`config.mk`:
```
export PLATFORM = sky130hd
export DESIGN_NAME = btn_conditioner_flat
export DESIGN_NICKNAME = d
export VERILOG_FILES = /design/src/rtl/btn_conditioner_if.sv /design/src/rtl/btn_conditioner.sv /design/src/flat_wrapper.sv
export SDC_FILE = /design/constraint.sdc
export NUM_CORES = 1
export LEC_CHECK = 0
export BUFFER_PORTS_ARGS = -buffer_cell sky130_fd_sc_hd__buf_2
export CAP_MARGIN = 40
export CELL_PAD_IN_SITES_DETAIL_PLACEMENT = 0
export CELL_PAD_IN_SITES_GLOBAL_PLACEMENT = 1
export CORE_MARGIN = 2
export CORE_UTILIZATION = 30
export CTS_CLUSTER_DIAMETER = 60
export DETAILED_ROUTE_END_ITERATION = 10
export GPL_TIMING_DRIVEN = 0
export PLACE_DENSITY_LB_ADDON = 0.1
export SLEW_MARGIN = 20
export SYNTH_ARGS = -nofsm -noshare
export SYNTH_HDL_FRONTEND = slang
export SYNTH_SLANG_ARGS = --single-unit
```
`constraint.sdc`:
```
create_clock -name clk -period 3.4 [get_ports clk]
set_clock_uncertainty 0.05 [all_clocks]
set_input_delay 0.68 -clock clk [delete_from_list [all_inputs] [get_ports clk]]
set_output_delay 0.68 -clock clk [all_outputs]
set_load 0.05 [all_outputs]
```
`src/rtl/btn_conditioner_if.sv`:
```
// Button conditioner bus: sampling strobe and raw levels in, conditioned
// level and pulse outputs back. master = button source / consumer, slave = conditioner.
interface btn_conditioner_if #(
  parameter int N_BTN = 3
);
  logic             clk_en;
  logic [N_BTN-1:0] btn_raw;
  logic [N_BTN-1:0] btn_level;
  logic [N_BTN-1:0] btn_press;
  logic [N_BTN-1:0] btn_release;
  logic [N_BTN-1:0] btn_long;

  modport master (
    output clk_en,
    output btn_raw,
    input  btn_level,
    input  btn_press,
    input  btn_release,
    input  btn_long
  );

  modport slave (
    input  clk_en,
    input  btn_raw,
    output btn_level,
    output btn_press,
    output btn_release,
    output btn_long
  );
endinterface

```
`src/rtl/btn_conditioner.sv`:
```
// Pushbutton conditioner: 2-flop synchronizer, clk_en-sampled debounce and a
// per-button IDLE/HELD/LONG FSM producing press/release/long pulses.
// Optional auto-repeat of btn_press while in LONG: define BTN_REPEAT_EN.
module btn_conditioner #(
  parameter int N_BTN        = 3,
  parameter int DB_SAMPLES   = 3,
  parameter int LONG_TICKS   = 1526,
  parameter int REPEAT_TICKS = 191
) (
  input  logic              clk,
  input  logic              rst,
  btn_conditioner_if.slave  bus
);

  typedef enum logic [1:0] {
    ST_IDLE,
    ST_HELD,
    ST_LONG
  } state_e;

  localparam int          HOLD_W  = $clog2(LONG_TICKS + 1);
  localparam logic [3:0]  DB_LAST = 4'(DB_SAMPLES);
`ifdef BTN_REPEAT_EN
  localparam int          REP_W   = $clog2(REPEAT_TICKS + 1);
`endif

  if (DB_SAMPLES < 2 || DB_SAMPLES > 15 || LONG_TICKS < 1 || REPEAT_TICKS < 1) begin : g_param_check
    $error("btn_conditioner: parameter out of legal range");
  end

  logic [N_BTN-1:0] sync1_q;
  logic [N_BTN-1:0] sync2_q;
  logic [N_BTN-1:0] level_w;
  logic [N_BTN-1:0] press_w;
  logic [N_BTN-1:0] release_w;
  logic [N_BTN-1:0] long_w;

  // NOTE: non-blocking assignments are what make this a true two-stage chain;
  // with blocking ones sync2_q would take btn_raw in the same edge.
  always_ff @(posedge clk) begin
    if (rst) begin
      sync1_q <= '0;
      sync2_q <= '0;
    end else begin
      sync1_q <= bus.btn_raw;
      sync2_q <= sync1_q;
    end
  end

  for (genvar b = 0; b < N_BTN; b++) begin : g_btn
    logic [3:0]        db_q, db_d;
    logic              stable_q, stable_d;
    state_e            state_q, state_d;
    logic [HOLD_W-1:0] hold_q, hold_d;
    logic              ev_press_q, ev_press_d;
    logic              ev_rel_q, ev_rel_d;
    logic              ev_long_q, ev_long_d;
    logic              press_q, rel_q, long_q;
`ifdef BTN_REPEAT_EN
    logic [REP_W-1:0]  rep_q, rep_d;
`endif

    // NOTE: every _d starts from its _q (or 0 for events) so that no path
    // through this block leaves a variable unassigned and infers a latch.
    always_comb begin
      db_d       = db_q;
      stable_d   = stable_q;
      state_d    = state_q;
      hold_d     = hold_q;
      ev_press_d = 1'b0;
      ev_rel_d   = 1'b0;
      ev_long_d  = 1'b0;
`ifdef BTN_REPEAT_EN
      rep_d      = rep_q;
`endif

      if (bus.clk_en) begin
        // Debounce: count disagreeing samples, flip on the DB_SAMPLES-th one.
        if (sync2_q[b] != stable_q) begin
          if (db_q + 4'd1 == DB_LAST) begin
            stable_d = ~stable_q;
            db_d     = '0;
          end else begin
            db_d = db_q + 4'd1;
          end
        end else begin
          db_d = '0;
        end

        // The FSM reacts to the level decided in this same sample.
        unique case (state_q)
          ST_IDLE: begin
            if (stable_d) begin
              state_d    = ST_HELD;
              hold_d     = '0;
              ev_press_d = 1'b1;
            end
          end
          ST_HELD: begin
            if (!stable_d) begin
              state_d  = ST_IDLE;
              ev_rel_d = 1'b1;
            end else if (hold_q + 1'b1 == HOLD_W'(LONG_TICKS)) begin
              state_d   = ST_LONG;
              hold_d    = hold_q + 1'b1;
              ev_long_d = 1'b1;
`ifdef BTN_REPEAT_EN
              rep_d     = '0;
`endif
            end else begin
              hold_d = hold_q + 1'b1;
            end
          end
          ST_LONG: begin
            if (!stable_d) begin
              state_d  = ST_IDLE;
              ev_rel_d = 1'b1;
`ifdef BTN_REPEAT_EN
              rep_d    = '0;
            end else if (rep_q + 1'b1 == REP_W'(REPEAT_TICKS)) begin
              rep_d      = '0;
              ev_press_d = 1'b1;
            end else begin
              rep_d = rep_q + 1'b1;
`endif
            end
          end
          default: state_d = ST_IDLE;
        endcase
      end
    end

    // Events are captured at the deciding edge and re-registered, so every
    // pulse appears exactly one clk after that edge and lasts one clk.
    always_ff @(posedge clk) begin
      if (rst) begin
        db_q       <= '0;
        stable_q   <= 1'b0;
        state_q    <= ST_IDLE;
        hold_q     <= '0;
        ev_press_q <= 1'b0;
        ev_rel_q   <= 1'b0;
        ev_long_q  <= 1'b0;
        press_q    <= 1'b0;
        rel_q      <= 1'b0;
        long_q     <= 1'b0;
`ifdef BTN_REPEAT_EN
        rep_q      <= '0;
`endif
      end else begin
        db_q       <= db_d;
        stable_q   <= stable_d;
        state_q    <= state_d;
        hold_q     <= hold_d;
        ev_press_q <= ev_press_d;
        ev_rel_q   <= ev_rel_d;
        ev_long_q  <= ev_long_d;
        press_q    <= ev_press_q;
        rel_q      <= ev_rel_q;
        long_q     <= ev_long_q;
`ifdef BTN_REPEAT_EN
        rep_q      <= rep_d;
`endif
      end
    end

    assign level_w[b]   = stable_q;
    assign press_w[b]   = press_q;
    assign release_w[b] = rel_q;
    assign long_w[b]    = long_q;
  end

  assign bus.btn_level   = level_w;
  assign bus.btn_press   = press_w;
  assign bus.btn_release = release_w;
  assign bus.btn_long    = long_w;

endmodule

```
`src/flat_wrapper.sv`:
```
// flat-port wrapper written by rule: the top's interface ports become plain ports
module btn_conditioner_flat 
#(
  parameter int N_BTN        = 3,
  parameter int DB_SAMPLES   = 3,
  parameter int LONG_TICKS   = 1526,
  parameter int REPEAT_TICKS = 191
)
  (clk, rst, bus_clk_en, bus_btn_raw, bus_btn_level, bus_btn_press, bus_btn_release, bus_btn_long);
  btn_conditioner_if #(.N_BTN(N_BTN)) bus_i ();
  input  logic clk;
  input  logic rst;
  input wire logic [$bits(bus_i.clk_en)-1:0] bus_clk_en;
  input wire logic [$bits(bus_i.btn_raw)-1:0] bus_btn_raw;
  output wire logic [$bits(bus_i.btn_level)-1:0] bus_btn_level;
  output wire logic [$bits(bus_i.btn_press)-1:0] bus_btn_press;
  output wire logic [$bits(bus_i.btn_release)-1:0] bus_btn_release;
  output wire logic [$bits(bus_i.btn_long)-1:0] bus_btn_long;
  assign bus_i.clk_en = bus_clk_en;
  assign bus_i.btn_raw = bus_btn_raw;
  assign bus_btn_level = bus_i.btn_level;
  assign bus_btn_press = bus_i.btn_press;
  assign bus_btn_release = bus_i.btn_release;
  assign bus_btn_long = bus_i.btn_long;
  btn_conditioner #(.N_BTN(N_BTN), .DB_SAMPLES(DB_SAMPLES), .LONG_TICKS(LONG_TICKS), .REPEAT_TICKS(REPEAT_TICKS)) u_core (.clk(clk), .rst(rst), .bus(bus_i));
endmodule
```
==> results of run 1 <==
-- routing by layer --
layer  wire (µm)  share of wire, %  track usage [%]  vias to the layer above
met2        5120                45             23.0                       72
met5           0                 0                0                        -
met4         158               1.4             5.75                        0
met3         378               3.3             2.29                       12
met1        5800                51             19.9                     1898
li1            -                 -                -                     2014
-- stage by stage --
stage | instance area, µm² | hold WS, ns
2_1_floorplan | 4440 | 0.364
3_3_place_gp | 4760 | 0.372
3_5_place_dp | 4760 | 0.370
4_1_cts | 5020 | 0.386
5_1_grt | 5020 | 0.401
6_report | 5020 | 0.383
-- layout by cell type, fill, tap and decap left out, types with 15 or more instances in the layout --
master	n
nand4_1	15
nor2b_1	22
a21oi_1	46
nand2_1	33
buf_2	19
or3_1	21
nand3_1	16
dfxtp_1	78
inv_1	20
ha_1	21
nor2_1	52
clkbuf_1	22
o21ai_0	36
and2_1	15
-- registers in the layout, indices dropped and copies added (netlist names) --
name / count
u_core.g_btn.hold_q: 33
u_core.g_btn.db_q: 12
u_core.g_btn.state_q: 6
u_core.g_btn.ev_long_q: 3
u_core.g_btn.ev_press_q: 3
u_core.g_btn.ev_rel_q: 3
u_core.g_btn.long_q: 3
u_core.g_btn.press_q: 3
u_core.g_btn.rel_q: 3
u_core.g_btn.stable_q: 3
u_core.sync1_q: 3
u_core.sync2_q: 3
-- final cells by class --
cell class,instances,area (µm²)
Buffer,38,199
Clock buffer,11,233
Clock inverter,4,25.0
Fill cell,1534,9460
Inverter,22,82.6
Multi-Input combinational cell,410,2600
Sequential cell,78,1560
Tap cell,184,230
Timing Repair Buffer,18,90.1
-- logic make-up (layout without fill, tap and decap cells) --
kind of cell | count (synthesis) | count (layout) | share of synthesized area [%]
flops | 78 | 78 | 35.1
buf+inv | 60 | 93 | 6.33
mux | 6 | 6 | 1.38
xor+xnor | 6 | 6 | 1.18
compound gates | 144 | 144 | 21.2
simple gates | 233 | 233 | 28.8
fa+ha+maj | 21 | 21 | 5.91
-- power by group through the flow --
stage / combinational [mW] / sequential [mW] / clock, mW
global placement: 0.158 / 0.960 / 0
detailed placement: 0.159 / 0.960 / 0
CTS: 0.160 / 0.939 / 0.906
finish: 0.158 / 0.940 / 0.872
floorplan: 0.113 / 0.957 / 0
global route: 0.177 / 0.941 / 0.933
-- synthesized netlist by cell type (5+ instances only) --
master / n / area share [%]
inv_1: 20 / 1.7
nand2_1: 33 / 2.8
nand4_1: 15 / 2.1
clkbuf_1: 20 / 1.7
buf_4: 14 / 2.4
a31oi_1: 6 / 0.84
xor2_1: 5 / 0.99
nand4b_1: 6 / 1.2
and3_1: 5 / 0.70
or4_1: 5 / 0.84
a21o_1: 6 / 1.0
a21oi_1: 46 / 5.2
a211oi_1: 6 / 1.0
mux2i_1: 5 / 1.1
ha_1: 21 / 5.9
and2_1: 15 / 2.1
nor3_1: 10 / 1.1
nor2b_1: 22 / 3.1
o21ai_0: 36 / 4.1
nand3_1: 16 / 1.8
nand2b_1: 9 / 1.3
or3_1: 21 / 3.0
nor2_1: 52 / 4.4
dfxtp_1: 78 / 35
-- final timing paths --
path,endpoint,cells past startpoint,slack [ns],from
hold / removal,u_core.g_btn[2].long_q,1,0.38,u_core.g_btn[2].ev_long_q
setup / recovery,u_core.g_btn[1].state_q[1],8,0.56,u_core.g_btn[1].hold_q[0]
hold reg to reg,u_core.g_btn[2].long_q,1,0.38,u_core.g_btn[2].ev_long_q
setup reg to reg,u_core.g_btn[1].state_q[1],8,0.56,u_core.g_btn[1].hold_q[0]
==> flow_summary.json, run 1 <==
{
  "vias": 3996,
  "grt_pass1_wl_um": 18700,
  "async_flop_share_pct": 0,
  "peakVddDrop_uv": 228,
  "cts_root_buf": "clkbuf_16",
  "overflow": 0,
  "ys_seq_area_share_pct": 35.1,
  "power.switching_mw": 0.501,
  "avgSynthCellArea_um2": 8.11,
  "drv_cap": 0,
  "hold_viol": 0,
  "cts_resized": 0,
  "required_ns": 3.60,
  "rsz0062_at_grt": "no",
  "path_buf_inv": 1,
  "cts_hold_buffers": 0,
  "grt_pass1_vias": 3711,
  "first_iter_violations": 240,
  "fin_crit_ns": 2.84,
  "postRouteAntennaNets": 0,
  "portBuffers": 17,
  "pwr_density_cell_nw_per_um2": 392,
  "critPathKind": "reg -> reg",
  "outcome": "completed",
  "stdcell_count": 765,
  "setup_slack_ns": 0.564,
  "p_clk_share_pct": 44.3,
  "synth_edf_count": 0,
  "cp_data_arrival_time_ns": 3.03,
  "path_clk_slew_ns": 0.06,
  "tightest_slew_ns": 0.719,
  "dieArea_um2": 15800,
  "cts_tree": "yes",
  "clockBufferDepth": 2,
  "cts_inserted_buffers": 9,
  "insertedDiodeCount": 0,
  "dp_cells": 749,
  "slowest_stage": "or4_1",
  "yosys_warnings": 0,
  "initial_core_util_pct": 30.7,
  "antenna_found_initial": 0,
  "crit_fanout": 8,
  "synthCells": 548,
  "rows": 44,
  "hp-class": "reg -> reg",
  "p_leak_nw": 1.81,
  "finish.utilization_pct": 34.7,
  "core_um2": 14500,
  "slew_viol_final": 0,
  "cp_cell_sequence": "ha_1 -> clkbuf_2 -> nand3_1 -> or4_1 -> a32oi_1 -> nand4b_1 -> or3_1 -> a211oi_1",
  "period_share_pct": 83.4,
  "nNetsFinal": 604,
  "synth_nets": 575,
  "wl_per_cell_um": 15.0,
  "synth_cell_types": 66,
  "postCtsSetupBuffers": 0,
  "startpoint_type": "flop",
  "setup_viol": 0,
  "gp_congestion": 0.740,
  "critical_path.top_delay_family": "simple AND/OR/NAND/NOR gates",
  "seqPwrFrac_pct": 47.7,
  "cp-end-kind": "flop",
  "chipWidth_um": 126,
  "finalPower_mw": 1.97,
  "cts.sinks": 78,
  "insertion_delay_ns": 0.34,
  "combPwrFrac_pct": 8.0,
  "grt_start_max_net_pins": 13,
  "routed_wl_um": 11500,
  "vias_per_cell": 5.22,
  "cellInternalPower_mw": 1.47,
  "synthToLayoutAreaGrowth_pct": 13.0,
  "swShare_pct": 25.4,
  "syn_area_um2": 4440,
  "slew_headroom_pct": 52.0,
  "fin_setup_tns_ns": 0,
  "die_h_um": 126,
  "drc_errors": 0,
  "dp.final_hpwl_um": 7880,
  "ys_ff_latch": 78,
  "ys.flop_type": "dfxtp_1",
  "io-pin-count": 18,
  "dp_slack_ns": 0.592,
  "grt.total_usage_pct": 14.6,
  "layout-drive-gt1-share_pct": 11.9,
  "max_freq_mhz": 353,
  "firstDrtPassIters": 4,
  "h-tree-depth": 3,
  "slowest_delay_ns": 0.57
}
(Power assumes the default switching activity.)
==> run 2: changes to the inputs <==
ABC_AREA = 1   (was not set)
clock period = 2.5 ns   (was 3.4 ns; I/O delays follow)
==> flow_summary.json, run 2 <==
{
  "routed_wl_um": 10000,
  "clockBufferDepth": 2,
  "slowest_delay_ns": 0.42,
  "finalPower_mw": 2.77,
  "max_freq_mhz": 475,
  "stdcell_count": 826,
  "antenna_found_initial": 0,
  "synth_edf_count": 0,
  "hp-class": "in -> reg",
  "dieArea_um2": 14800,
  "core_um2": 13700,
  "avgSynthCellArea_um2": 6.77,
  "crit_fanout": 6,
  "cp_cell_sequence": "ha_1 -> inv_1 -> nand2_1 -> nand2_1 -> nor2_2 -> nand3_1 -> nand2_2 -> nand2_4 -> a21oi_4 -> inv_1 -> a21oi_1 -> nor2_1",
  "min_from": "bus_btn_raw[1]",
  "synth_cell_types": 28,
  "chipWidth_um": 122,
  "synth_top_area_share_pct": 37.5,
  "rsz0062_at_grt": "no",
  "path_clk_slew_ns": 0.06,
  "cp_data_arrival_time_ns": 2.29,
  "syn_area_um2": 4160,
  "reg_top3": "u_core.g_btn.hold_q: 33 flops, u_core.g_btn.db_q: 12 flops, u_core.g_btn.state_q: 6 flops",
  "nNetsFinal": 668,
  "drc_errors": 0,
  "tightest_slew_ns": 0.666,
  "yosysMostFrequentCell": "nand2_1",
  "grt_pass1_vias": 3411,
  "insertedDiodeCount": 0,
  "die_h_um": 122,
  "cts.sinks": 78,
  "rows": 43,
  "critPathKind": "reg -> reg",
  "grt_pass1_wl_um": 16700,
  "cts_root_buf": "clkbuf_16",
  "drv_cap": 0,
  "combPwrFrac_pct": 5.8,
  "postRouteAntennaNets": 0,
  "outcome": "completed",
  "required_ns": 2.68,
  "grt.total_usage_pct": 14.4,
  "slowest_stage": "dfxtp_1",
  "min_to": "u_core.sync1_q[1]",
  "insertion_delay_ns": 0.34,
  "portBuffers": 16,
  "largest_register_ffs": 33,
  "synth_nets": 641,
  "wl_per_cell_um": 12.1,
  "cts_inserted_buffers": 9,
  "slew_headroom_pct": 55.6,
  "synth_top_cells_by_count": "161 x nand2_1, 82 x inv_1, 78 x dfxtp_1, 78 x nor2_1, 51 x a21oi_1",
  "yosys_warnings": 0,
  "top_register": "u_core.g_btn.hold_q",
  "p_leak_nw": 1.95,
  "ys_seq_area_share_pct": 37.5,
  "io-pin-count": 18,
  "layout_commonest_cell": "nand2_1",
  "period_share_pct": 84.3,
  "layout-drive-gt1-share_pct": 10.1,
  "synthCells": 614,
  "setup_viol": 0,
  "ys.flop_type": "dfxtp_1",
  "power.switching_mw": 0.678,
  "first_iter_violations": 156,
  "critical_path.top_delay_family": "simple AND/OR/NAND/NOR gates",
  "async_flop_share_pct": 0,
  "layout_common_cells": "161 x nand2_1, 82 x inv_1, 78 x nor2_1, 78 x dfxtp_1, 51 x a21oi_1",
  "h-tree-depth": 3,
  "cp-end-kind": "flop",
  "synth_top_area_cell": "dfxtp_1",
  "ys_ff_latch": 78,
  "synthToLayoutAreaGrowth_pct": 14.6,
  "fin_setup_tns_ns": 0,
  "yosys-top-cells-area": "dfxtp_1 38%, nand2_1 15%, inv_1 7.4%",
  "postCtsSetupBuffers": 0,
  "vias": 3710,
  "slew_viol_final": 0,
  "ff2ff_setup_slack_ns": 0.39,
  "firstDrtPassIters": 4,
  "swShare_pct": 24.5,
  "cts_tree": "yes",
  "overflow": 0,
  "path_buf_inv": 2,
  "pwr_density_cell_nw_per_um2": 581,
  "fin_crit_ns": 2.11,
  "cts_hold_buffers": 0,
  "ff2ff_path_depth": 12,
  "whs_path_depth": 3,
  "crit-reg2reg-launch": "u_core.g_btn[0].db_q[0]",
  "cellInternalPower_mw": 2.09,
  "vias_per_cell": 4.49,
  "dp.final_hpwl_um": 7250,
  "initial_core_util_pct": 30.3,
  "cts_resized": 0,
  "startpoint_type": "flop",
  "p_clk_share_pct": 48.2,
  "gp_congestion": 0.779,
  "dp_cells": 810,
  "grt_start_max_net_pins": 15,
  "seqPwrFrac_pct": 46.0,
  "peakVddDrop_uv": 262,
  "hold_viol": 0,
  "rr_endpoint": "u_core.g_btn[0].hold_q[5]"
}
[run 2: worst min-delay path, cell delays in order]
cell and delay [ns]:
buf_2 0.07, inv_1 0.03, nor2_1 0.06
[run 2: stage by stage]
stage | area, µm² | setup slack, ns | hold slack (ns) | utilization [%]
floorplan | 4160 | 0.859 | 0.338 | -
global placement | 4460 | 0.415 | 0.343 | 32.5
detailed placement | 4460 | 0.386 | 0.345 | 32.5
CTS | 4760 | 0.370 | 0.301 | 34.7
global route | 4760 | 0.210 | 0.324 | 34.7
finish | 4760 | 0.393 | 0.310 | 34.7
[run 2: per-layer routing]
| metal | GRT usage (%) | up-vias | routed length, µm |
|---|---|---|---|
| met4 | 7.47 | 0 | 293 |
| li1 | - | 1989 | - |
| met5 | 0 | - | 0 |
| met3 | 2.48 | 18 | 246 |
| met1 | 19.2 | 1653 | 5160 |
| met2 | 22.4 | 50 | 4310 |
[run 2: worst max path at each step]
stage | end | depth (start not counted) | from
floorplan | u_core.g_btn[0].hold_q[4] | 12 | u_core.g_btn[0].db_q[0]
global placement | u_core.g_btn[0].hold_q[4] | 12 | u_core.g_btn[0].db_q[0]
detailed placement | u_core.g_btn[0].hold_q[5] | 12 | u_core.g_btn[0].db_q[0]
CTS | u_core.g_btn[0].hold_q[5] | 12 | u_core.g_btn[0].db_q[0]
global route | u_core.g_btn[0].hold_q[6] | 12 | u_core.g_btn[0].db_q[0]
finish | u_core.g_btn[0].hold_q[5] | 12 | u_core.g_btn[0].db_q[0]
[run 2: area by class of cell]
| type | instances | area, µm² |
|---|---|---|
| fillers | 1554 | 8950 |
| multi-input cells | 428 | 2130 |
| flip-flops and latches | 78 | 1560 |
| inverters | 85 | 319 |
| clock buffers | 10 | 229 |
| well taps | 180 | 225 |
| plain buffers | 23 | 144 |
| repair buffers | 16 | 80.1 |
| clock inverters | 6 | 71.3 |
[run 2: cells by family (layout without fill, tap and decap cells)]
family | Yosys count | count (layout) | synth area share, %
simple gates | 313 | 313 | 31.9
fa+ha+maj | 21 | 21 | 6.32
xor+xnor | 8 | 8 | 1.68
flops | 78 | 78 | 37.5
buf+inv | 108 | 140 | 11.1
compound gates | 86 | 86 | 11.5
[run 2: power groups by stage]
stage	clock, mW	combinational [mW]	sequential, mW
5_1_grt	1.43	0.182	1.28
3_3_place_gp	0	0.163	1.30
2_1_floorplan	0	0.117	1.30
4_1_cts	1.38	0.164	1.27
6_report	1.33	0.161	1.27
3_5_place_dp	0	0.164	1.30
